### src/rtl/param_rom_fsm.sv
// Table-driven Mealy FSM. The next-state/output table is a writable array that clears itself
// after reset or cfg_clr; the host then loads it through the config port.
module param_rom_fsm #(
  parameter int unsigned STATE_W     = 2,
  parameter int unsigned IN_W        = 1,
  parameter int unsigned OUT_W       = 1,
  parameter int unsigned RESET_STATE = 0
) (
  input  logic                       clk,
  input  logic                       reset,
  input  logic                       en,
  input  logic [IN_W-1:0]            x_in,
  output logic [OUT_W-1:0]           z_out,
  output logic [STATE_W-1:0]         state_out,
  input  logic                       cfg_we,
  input  logic [STATE_W+IN_W-1:0]    cfg_addr,
  input  logic [STATE_W+OUT_W-1:0]   cfg_data,
  input  logic                       cfg_clr,
  output logic                       cfg_ready
);

  localparam int unsigned ADDR_W  = STATE_W + IN_W;
  localparam int unsigned DEPTH   = 2 ** ADDR_W;
  localparam int unsigned ENTRY_W = STATE_W + OUT_W;

  localparam logic [STATE_W-1:0] ResetState = STATE_W'(RESET_STATE);
  localparam logic [ADDR_W-1:0]  LastAddr   = ADDR_W'(DEPTH - 1);

  typedef enum logic [0:0] {StClear, StRun} ctrl_e;

  ctrl_e               ctrl_q, ctrl_d;
  logic [ADDR_W-1:0]   clr_ptr_q, clr_ptr_d;
  logic [STATE_W-1:0]  state_q, state_d;
  logic [OUT_W-1:0]    z_q, z_d;

  logic [ENTRY_W-1:0]  tbl_q [DEPTH];
  logic                tbl_we;
  logic [ADDR_W-1:0]   tbl_waddr;
  logic [ENTRY_W-1:0]  tbl_wdata;
  logic [ADDR_W-1:0]   rd_addr;
  logic [ENTRY_W-1:0]  rd_entry;

  assign rd_addr  = {state_q, x_in};
  assign rd_entry = tbl_q[rd_addr];

  always_comb begin
    ctrl_d    = ctrl_q;
    clr_ptr_d = clr_ptr_q;
    state_d   = state_q;
    z_d       = z_q;
    tbl_we    = 1'b0;
    tbl_waddr = clr_ptr_q;
    tbl_wdata = '0;
    case (ctrl_q)
      StClear: begin
        // Host inputs are ignored until every entry holds a defined value.
        tbl_we    = 1'b1;
        clr_ptr_d = clr_ptr_q + ADDR_W'(1);
        if (clr_ptr_q == LastAddr) begin
          ctrl_d = StRun;
        end
      end
      StRun: begin
        if (cfg_clr) begin
          ctrl_d    = StClear;
          clr_ptr_d = '0;
          state_d   = ResetState;
          z_d       = '0;
        end else if (cfg_we) begin
          // Writes stall the FSM so a lookup never races the entry being changed.
          tbl_we    = 1'b1;
          tbl_waddr = cfg_addr;
          tbl_wdata = cfg_data;
        end else if (en) begin
          state_d = rd_entry[ENTRY_W-1:OUT_W];
          z_d     = rd_entry[OUT_W-1:0];
        end
      end
      default: ctrl_d = StClear;
    endcase
  end

  always_ff @(posedge clk or negedge reset) begin
    if (!reset) begin
      ctrl_q    <= StClear;
      clr_ptr_q <= '0;
      state_q   <= ResetState;
      z_q       <= '0;
    end else begin
      ctrl_q    <= ctrl_d;
      clr_ptr_q <= clr_ptr_d;
      state_q   <= state_d;
      z_q       <= z_d;
    end
  end

  always_ff @(posedge clk) begin
    if (tbl_we) begin
      tbl_q[tbl_waddr] <= tbl_wdata;
    end
  end

  assign state_out = state_q;
  assign z_out     = z_q;
  assign cfg_ready = (ctrl_q == StRun);

endmodule

### config.mk
export PLATFORM = sky130hd
export DESIGN_NAME = param_rom_fsm
export DESIGN_NICKNAME = d
export VERILOG_FILES = /design/src/rtl/param_rom_fsm.sv
export SDC_FILE = /design/constraint.sdc
export NUM_CORES = 1
export LEC_CHECK = 0
export CAP_MARGIN = 0
export CORE_MARGIN = 2
export CORE_UTILIZATION = 30
export CTS_CLUSTER_SIZE = 8
export DETAILED_ROUTE_END_ITERATION = 7
export GPL_ROUTABILITY_DRIVEN = 1
export RECOVER_POWER = 100
export SLEW_MARGIN = 20
export SYNTH_ARGS = -nofsm -noshare
export SYNTH_HDL_FRONTEND = slang
export SYNTH_SLANG_ARGS = --single-unit
### constraint.sdc
create_clock -name clk -period 1.7 [get_ports clk]
set_input_delay 0.34 -clock clk [delete_from_list [all_inputs] [get_ports clk]]
set_output_delay 0.34 -clock clk [all_outputs]
set_load 0.02 [all_outputs]
==> results of run 1 <==
-- cell type report --
class,count,area (µm²)
fill,420,2590
sequential,31,896
multi-input combinational,56,449
timing repair buffer,34,263
clock buffer,6,72.6
tap,52,65.1
inverter,3,11.3
clock inverter,2,8.76
-- flip-flops by register name (all words and copies together), names as in the netlist --
| signal | flops |
|---|---|
| state_out | 2 |
| z_out | 1 |
| tbl_q | 24 |
| clr_ptr_q | 3 |
| cfg_ready | 1 |
-- placed cells by master, fill, tap and decap left out, drive strengths merged, types with 4 or more instances in the layout --
cell type,Yosys,routed
buf,2,10
clkbuf,0,15
clkdlybuf4s50,0,10
dfrtp,7,7
edfxtp,24,24
mux2,5,5
nand2,7,7
nor2,11,11
nor2b,4,4
-- power groups by stage --
| stage | Sequential [mW] | Combinational (mW) | Clock (mW) |
|---|---|---|---|
| finish | 1.21 | 0.993 | 0.534 |
| CTS | 1.22 | 1.03 | 0.551 |
| detailed placement | 1.23 | 0.973 | 0 |
| global route | 1.23 | 1.09 | 0.589 |
| global placement | 1.21 | 0.947 | 0 |
| floorplan | 1.24 | 0.515 | 0 |
-- worst paths after layout --
| check | endpoint | slack [ps] | cells past startpoint |
|---|---|---|---|
| min | cfg_ready | 430 | 1 |
| max in group asynchronous | z_out | 980 | 1 |
| max reg2reg | tbl_q[4][0] | 140 | 4 |
| min in group clk | z_out | 480 | 2 |
| min reg2reg | z_out | 480 | 2 |
| max | state_out[0] | 70 | 5 |
-- worst register-to-register path: stages (launching register included) --
cell and delay, ps:
dfrtp_1 410, nand3b_1 180, mux2i_1 300, or2_0 350, nor2_4 70
-- repair_timing --
item | in CTS | in global routing
setup endpoints to repair | 23 | 20
gates resized for setup | 11 | 5
hold buffers | 0 | 0
cloned | 0 | 0
pin swaps | 2 | 2
-- cells by family after synthesis --
| group | after synthesis | synth area share |
|---|---|---|
| DFF | 31 | 0.664 |
| and+or+nand+nor | 29 | 0.101 |
| AOI/OAI and AO/OA | 14 | 0.0806 |
| muxes | 11 | 0.114 |
| buffers and inverters | 5 | 0.0222 |
| adders and majority gates | 2 | 0.0185 |
-- stage by stage --
stage	setup TNS [ps]	power, mW
5_1_grt	0	2.91
3_5_place_dp	-9060	2.20
3_3_place_gp	-7910	2.16
6_report	0	2.73
4_1_cts	-10.6	2.79
2_1_floorplan	0	1.76
-- metal layers --
metal  track usage  vias up  part of all wire
met4        0.0671        0             0.029
met5             0        -                 0
met2         0.229       18              0.54
li1              -      426                 -
met1         0.138      442              0.40
met3        0.0442        8             0.033
==> flow_summary.yaml, run 1 <==
yosys:
  synth-seq-cells: 31
  ys_async_sr_fraction: 0.226
  synth_area_leaders: "edfxtp_1 53%, dfrtp_1 13%, mux4_2 5.0%"
  synthDistinctLibCells: 24
  netlist_area_mm2: 0.00135
  synth_area_leader_cell: "edfxtp_1"
  syn_inst: 92
  ys_top_cells_by_count: "24 x edfxtp_1, 11 x nor2_1, 7 x dfrtp_1, 7 x nand2_1, 5 x mux2_2"
  synth_warnings: 0
  synth_edf_count: 24
  synth.most_common_cell: "edfxtp_1"
  synth_top_area_share: 0.534
  synth_fp_nets: 106
  synthFlopType: "edfxtp_1"
  seq_area_frac_synth: 0.664
  avgSynthCellArea_um2: 14.7
clock_tree:
  cts_tree: "built"
  root_buffer: "clkbuf_8"
  clock-sinks: 31
  post_cts_buffers: 0
  clock_latency_ps: 280
  clk_pin_slew_ps: 60
  cts_buffer_depth: 2
  htreeDepth: 2
  numCtsBuffers: 5
layout:
  nNetsFinal: 145
  drive_gt1_frac: 0.250
  antenna_cells: 0
  synthToLayoutAreaGrowth_pct: 30.8
  fin_util: 0.405
  stdcell_count: 184
  design_area_mm2: 0.00177
sta:
  fin_crit_sh: 0.959
  tightest_slew_ps: 416
  fin_crit_ps: 1630
  final-setup-viol-count: 0
  hold_viol: 0
  relSlewSlack: 0.722
  whs_ps: 429
  fmax_mhz: 614
  maxSlewViolCount: 0
  clock_skew_ps: 5.05
  rsz0062_at_grt: "false"
  setup_ws_ps: 70.2
grt:
  grt_pass1_wl_mm: 4.77
  grt.total_usage: 0.130
  overflow: 0
  grt_max_degree: 11
  grt_antenna_before_repair: 0
  grt_pass1_vias: 962
power_and_ir_drop:
  p_sw_uw: 904
  comb_power_share: 0.363
  leakagePower_nw: 0.690
  p_int_mw: 1.83
  p_seq_frac: 0.442
  ir_drop_mv: 0.553
  clockPowerShare: 0.195
  powerDensity_mw_per_mm2: 1550
  switching_share: 0.331
place:
  dp_slack_ps: -392
  dp_hpwl_mm: 2.26
  portBuffers: 15
  place_area_mm2: 0.00169
  dp.cells: 176
  globalplace.congestion: 0.845
setup_path:
  worstSetupPathType: "in2reg"
  critPathRequiredTime_ps: 1860
  critical_path.max_stage_delay_ps: 610
  cp-end-kind: "register"
  worst_ep_arrival_time_ps: 1790
  rr_startpoint: "cfg_ready"
  path_cells: "clkdlybuf4s50_1, buf_4, mux2_2, o22ai_1, o31ai_1"
  start_kind: "input pin"
  path_buf_inv: 2
  crit_start: "x_in"
  critPathMaxFanout: 7
  path_delay_family: "buffers and inverters"
  crit_slowest_cell: "clkdlybuf4s50_1"
routing:
  vias: 894
  drtIter0Drc: 58
  drt_pass1_iterations: 4
  drt_wl_total_mm: 2.87
  ant_nets: 0
  wl_per_cell_um: 15.6
  avgViaCountPerCell: 4.86
  drc: 0
floorplanning:
  rows: 24
  fp.dieH_um: 71.1
  die_area_mm2: 0.00505
  ios: 16
  coreArea_mm2: 0.00435
  die_x_um: 71.1
  start_util: 0.310
status:
  status: "finished, final reports clean"
hold_path:
  hp-class: "in2async"
flow_run:
  drv_cap: 0
(Power assumes the default switching activity.)
==> run 2, diff against run 1 <==
--- a/config.mk
+++ b/config.mk
@@ -11,6 +11,7 @@
 export CTS_CLUSTER_SIZE = 8
 export DETAILED_ROUTE_END_ITERATION = 7
 export GPL_ROUTABILITY_DRIVEN = 1
+export GPL_TIMING_DRIVEN = 0
 export RECOVER_POWER = 100
 export SLEW_MARGIN = 20
 export SYNTH_ARGS = -nofsm -noshare
==> flow_summary.yaml, run 2 (synthesis gave the netlist of run 1 again) <==
status:
  status: "finished, final reports clean"
grt:
  grt_pass1_vias: 834
  overflow: 0
  grt_max_degree: 11
  grt_antenna_before_repair: 0
  grt.total_usage: 0.116
  grt_pass1_wl_mm: 4.22
sta:
  whs_ps: 396
  fmax_mhz: 607
  tightest_slew_ps: 351
  final-setup-viol-count: 0
  clock_skew_ps: 2.89
  relSlewSlack: 0.760
  fin_tns_setup_ps: 0
  maxSlewViolCount: 0
  fin_crit_ps: 1650
  fin_crit_sh: 0.969
  hold_viol: 0
routing:
  drt_pass1_iterations: 4
  drt_wl_total_mm: 2.66
  drtIter0Drc: 57
  ant_nets: 0
  wl_per_cell_um: 15.6
  vias: 836
  drc: 0
  avgViaCountPerCell: 4.92
clock_tree:
  clock_latency_ps: 280
  cts_tree: "built"
  root_buffer: "clkbuf_8"
  numCtsBuffers: 5
  cts_buffer_depth: 2
  hold_buffers: 0
  clock-sinks: 31
  clk_pin_slew_ps: 60
  htreeDepth: 2
layout:
  mostFrequentLayoutCell: "edfxtp_1"
  largest_register_ffs: 24
  fin_util: 0.409
  regMostFlops: "tbl_q"
  drive_gt1_frac: 0.331
  antenna_cells: 0
  nNetsFinal: 132
  stdcell_count: 170
  mostFrequentLayoutCells: "24 x edfxtp_1, 8 x nor2_4, 7 x dfrtp_1, 7 x clkdlybuf4s50_1"
  synthToLayoutAreaGrowth_pct: 32.1
  design_area_mm2: 0.00178
  fillCellCount: 391
setup_path:
  cp-end-kind: "register"
  worst_ep_arrival_time_ps: 1630
  rrSetupSlack_ps: 70
  path_buf_inv: 2
  critPathMaxFanout: 4
  path_cells: "dlygate4sd2_1, nand3b_1, buf_4, mux2i_2, or2_4, nor2_4"
  worstSetupPathType: "in2reg"
  start_kind: "input pin"
  critical_path.max_stage_delay_ps: 290
  critPathRequiredTime_ps: 1680
  crit_slowest_cell: "dlygate4sd2_1"
  path_delay_family: "simple AND/OR/NAND/NOR gates"
floorplanning:
  start_util: 0.310
  rows: 24
  ios: 16
  fp.dieH_um: 71.1
  die_x_um: 71.1
  coreArea_mm2: 0.00435
  die_area_mm2: 0.00505
power_and_ir_drop:
  clockPowerShare: 0.184
  comb_power_share: 0.384
  p_seq_frac: 0.432
  leakagePower_nw: 0.664
  ir_drop_mv: 0.645
  p_sw_uw: 996
  p_int_mw: 1.86
  powerDensity_mw_per_mm2: 1600
  switching_share: 0.349
place:
  place_area_mm2: 0.00156
  dp.cells: 158
  dp_hpwl_mm: 1.93
  globalplace.congestion: 0.743
  portBuffers: 14
flow_run:
  drv_cap: 0
hold_path:
  hp-class: "in2async"
run 2: changes by cell type in the layout (fill, tap and decap cells not counted), sizes merged:
cell           previous run  this run
clkbuf                   15         8
buf                      10         5
clkdlybuf4s50            10         7
dlygate4sd3               1         2
run 2: final cells by class:
| cell class | count | area, µm² | share of cell area |
|---|---|---|---|
| sequential | 31 | 896 | 0.502 |
| multi-input combinational | 56 | 536 | 0.300 |
| timing repair buffer | 19 | 171 | 0.0961 |
| clock buffer | 5 | 68.8 | 0.0386 |
| tap | 52 | 65.1 | 0.0365 |
| buffer | 2 | 26.3 | 0.0147 |
| inverter | 3 | 11.3 | 0.00632 |
| clock inverter | 2 | 8.76 | 0.00491 |
run 2: routing by layer:
| layer | share of wire | GRT usage |
|---|---|---|
| met1 | 0.44 | 0.135 |
| met5 | 0 | 0 |
| met3 | 0.026 | 0.0484 |
| met4 | 0.013 | 0.0629 |
| met2 | 0.53 | 0.184 |
run 2: path summary, 6_finish.rpt:
path	from	to	cells past startpoint
min in group clk	z_out	z_out	2
max in group asynchronous	reset	clr_ptr_q[1]	1
worst max register to register	cfg_ready	tbl_q[6][2]	5
worst min-delay path	reset	state_out[0]	1
worst max-delay path	cfg_clr	tbl_q[7][2]	6
worst min register to register	z_out	z_out	2
run 2: worst reg2reg max path, stage by stage (launching register included):
cell and delay, ps:
dfrtp_1 410, nor2b_4 180, buf_8 130, a31oi_2 170, or2_4 300, nor2_4 150
run 2: power by group through the flow:
stage,Clock (mW),Sequential (mW),Combinational [mW]
2_1_floorplan,0,1.24,0.515
3_3_place_gp,0,1.23,0.791
3_5_place_dp,0,1.24,0.805
4_1_cts,0.535,1.23,1.05
5_1_grt,0.575,1.26,1.19
6_report,0.526,1.23,1.10
run 2: what timing repair did:
| action | in CTS | in global routing |
|---|---|---|
| pin swaps | 4 | 3 |
| buffers inserted | 2 | 3 |
| gates resized for setup | 28 | 9 |
| endpoints found under the setup margin | 26 | 19 |
run 2: metrics by stage:
step	setup WS, ps	power, mW
CTS	7.99	2.81
floorplan	56.4	1.76
finish	52.2	2.85
detailed placement	-576	2.05
global placement	-533	2.02
global route	-14.4	3.02
==> run 3, diff against run 2 <==
--- a/config.mk
+++ b/config.mk
@@ -6,12 +6,13 @@
 export NUM_CORES = 1
 export LEC_CHECK = 0
 export CAP_MARGIN = 0
-export CORE_MARGIN = 2
-export CORE_UTILIZATION = 30
+export CORE_MARGIN = 5
+export CORE_UTILIZATION = 47
 export CTS_CLUSTER_SIZE = 8
 export DETAILED_ROUTE_END_ITERATION = 7
 export GPL_ROUTABILITY_DRIVEN = 1
 export GPL_TIMING_DRIVEN = 0
+export PLACE_DENSITY = 0.69
 export RECOVER_POWER = 100
 export SLEW_MARGIN = 20
 export SYNTH_ARGS = -nofsm -noshare
==> flow_summary.yaml, run 3 (synthesis gave the netlist of run 1 again) <==
hold_path:
  hp-class: "in2async"
routing:
  drt_pass1_iterations: 6
  ant_nets: 0
  avgViaCountPerCell: 5.69
  drc: 0
  wl_per_cell_um: 17.0
  drt_wl_total_mm: 2.52
  vias: 842
  drtIter0Drc: 43
sta:
  clock_skew_ps: 3.29
  maxSlewViolCount: 0
  fmax_mhz: 597
  relSlewSlack: 0.720
  setup_ws_ps: 25.0
  whs_ps: 357
  final-setup-viol-count: 0
  rsz0062_at_grt: "true"
  fin_crit_sh: 0.985
  fin_tns_setup_ps: 0
  tightest_slew_ps: 409
  fin_crit_ps: 1680
  hold_viol: 0
setup_path:
  crit_start: "cfg_ready"
  start_kind: "register"
  cp-end-kind: "register"
  crit_cells: 4
  cp-endpoint: "tbl_q[7][1]"
  ff2ff_path_depth: 4
  path_delay_family: "simple AND/OR/NAND/NOR gates"
  critPathRequiredTime_ps: 1730
  rr_startpoint: "cfg_ready"
  reg2reg_to: "tbl_q[7][1]"
  critPathMaxFanout: 6
  crit_slowest_cell: "dfrtp_2"
  path_buf_inv: 0
  critical_path.max_stage_delay_ps: 420
  path_cells: "nand3b_1, mux2i_4, or2_4, nor2_4"
  worst_ep_arrival_time_ps: 1700
  rrSetupSlack_ps: 20
  worstSetupPathType: "reg2reg"
layout:
  mostFrequentLayoutCell: "edfxtp_1"
  synthToLayoutAreaGrowth_pct: 27.2
  mostFrequentLayoutCells: "24 x edfxtp_1, 8 x nor2_4, 8 x clkdlybuf4s50_1"
  nNetsFinal: 131
  antenna_cells: 0
  regMostFlops: "tbl_q"
  drive_gt1_frac: 0.325
  largest_register_ffs: 24
  fillCellCount: 215
  design_area_mm2: 0.00172
floorplanning:
  die_area_mm2: 0.00404
  rows: 19
  start_util: 0.490
  fp.dieH_um: 63.6
  ios: 16
  die_x_um: 63.6
  coreArea_mm2: 0.00276
grt:
  grt_antenna_before_repair: 0
  grt_pass1_wl_mm: 4.06
  overflow: 0
  grt.total_usage: 0.136
  grt_max_degree: 11
  grt_pass1_vias: 842
clock_tree:
  numCtsBuffers: 5
  clk_pin_slew_ps: 80
  clock-sinks: 31
  htreeDepth: 2
  cts_tree: "built"
  cts_buffer_depth: 2
  root_buffer: "clkbuf_4"
  clock_latency_ps: 310
power_and_ir_drop:
  ir_drop_mv: 1.26
  powerDensity_mw_per_mm2: 1570
  power_mw: 2.70
  leakagePower_nw: 0.645
place:
  place_area_mm2: 0.00153
  dp_slack_ps: -511
  globalplace.congestion: 0.818
  portBuffers: 14
  dp_hpwl_mm: 1.83
status:
  status: "finished, final reports clean"
flow_run:
  drv_cap: 0
==> run 3: worst min path at each step <==
stage                     start            to  cells past startpoint
after floorplan           reset     cfg_ready                      0
after global placement    z_out         z_out                      2
after detailed placement  z_out         z_out                      2
after CTS                 reset  state_out[1]                      1
after global routing      reset  clr_ptr_q[0]                      1
final                     reset  state_out[1]                      1
==> run 3: layer usage <==
metal | up-vias | wire length, µm | global-route usage
li1 | 399 | - | -
met1 | 414 | 1020 | 0.167
met2 | 20 | 1300 | 0.199
met3 | 9 | 127 | 0.0693
met4 | 0 | 70 | 0.0623
met5 | - | 0 | 0
==> run 3: final cells by class <==
type / count / area (µm²) / share of cell area
Buffer: 2 / 18.8 / 0.0109
Clock buffer: 5 / 37.5 / 0.0219
Clock inverter: 2 / 8.76 / 0.00510
Inverter: 3 / 11.3 / 0.00656
Multi-Input combinational cell: 56 / 541 / 0.315
Sequential cell: 31 / 897 / 0.523
Tap cell: 31 / 38.8 / 0.0226
Timing Repair Buffer: 18 / 164 / 0.0955
==> run 3: where the power goes <==
group / internal [mW] / switching [mW]
logic: 0.506 / 0.595
registers: 1.08 / 0.149
clock network: 0.146 / 0.220
total: 1.74 / 0.963
==> run 3: timing repair <==
item                                    in CTS  in global routing
buffers inserted                             0                  4
endpoints found under the setup margin      27                 24
hold buffers                                 0                  0
pin swaps                                    0                  3
gates resized for setup                     10                 25
==> run 3: metrics by stage <==
| step | cells | util |
|---|---|---|
| 2_1_floorplan | 92 | - |
| 3_5_place_dp | 137 | 0.554 |
| 5_1_grt | 148 | 0.623 |
| 4_1_cts | 144 | 0.575 |
| 3_3_place_gp | 137 | 0.554 |
| 6_report | 148 | 0.623 |
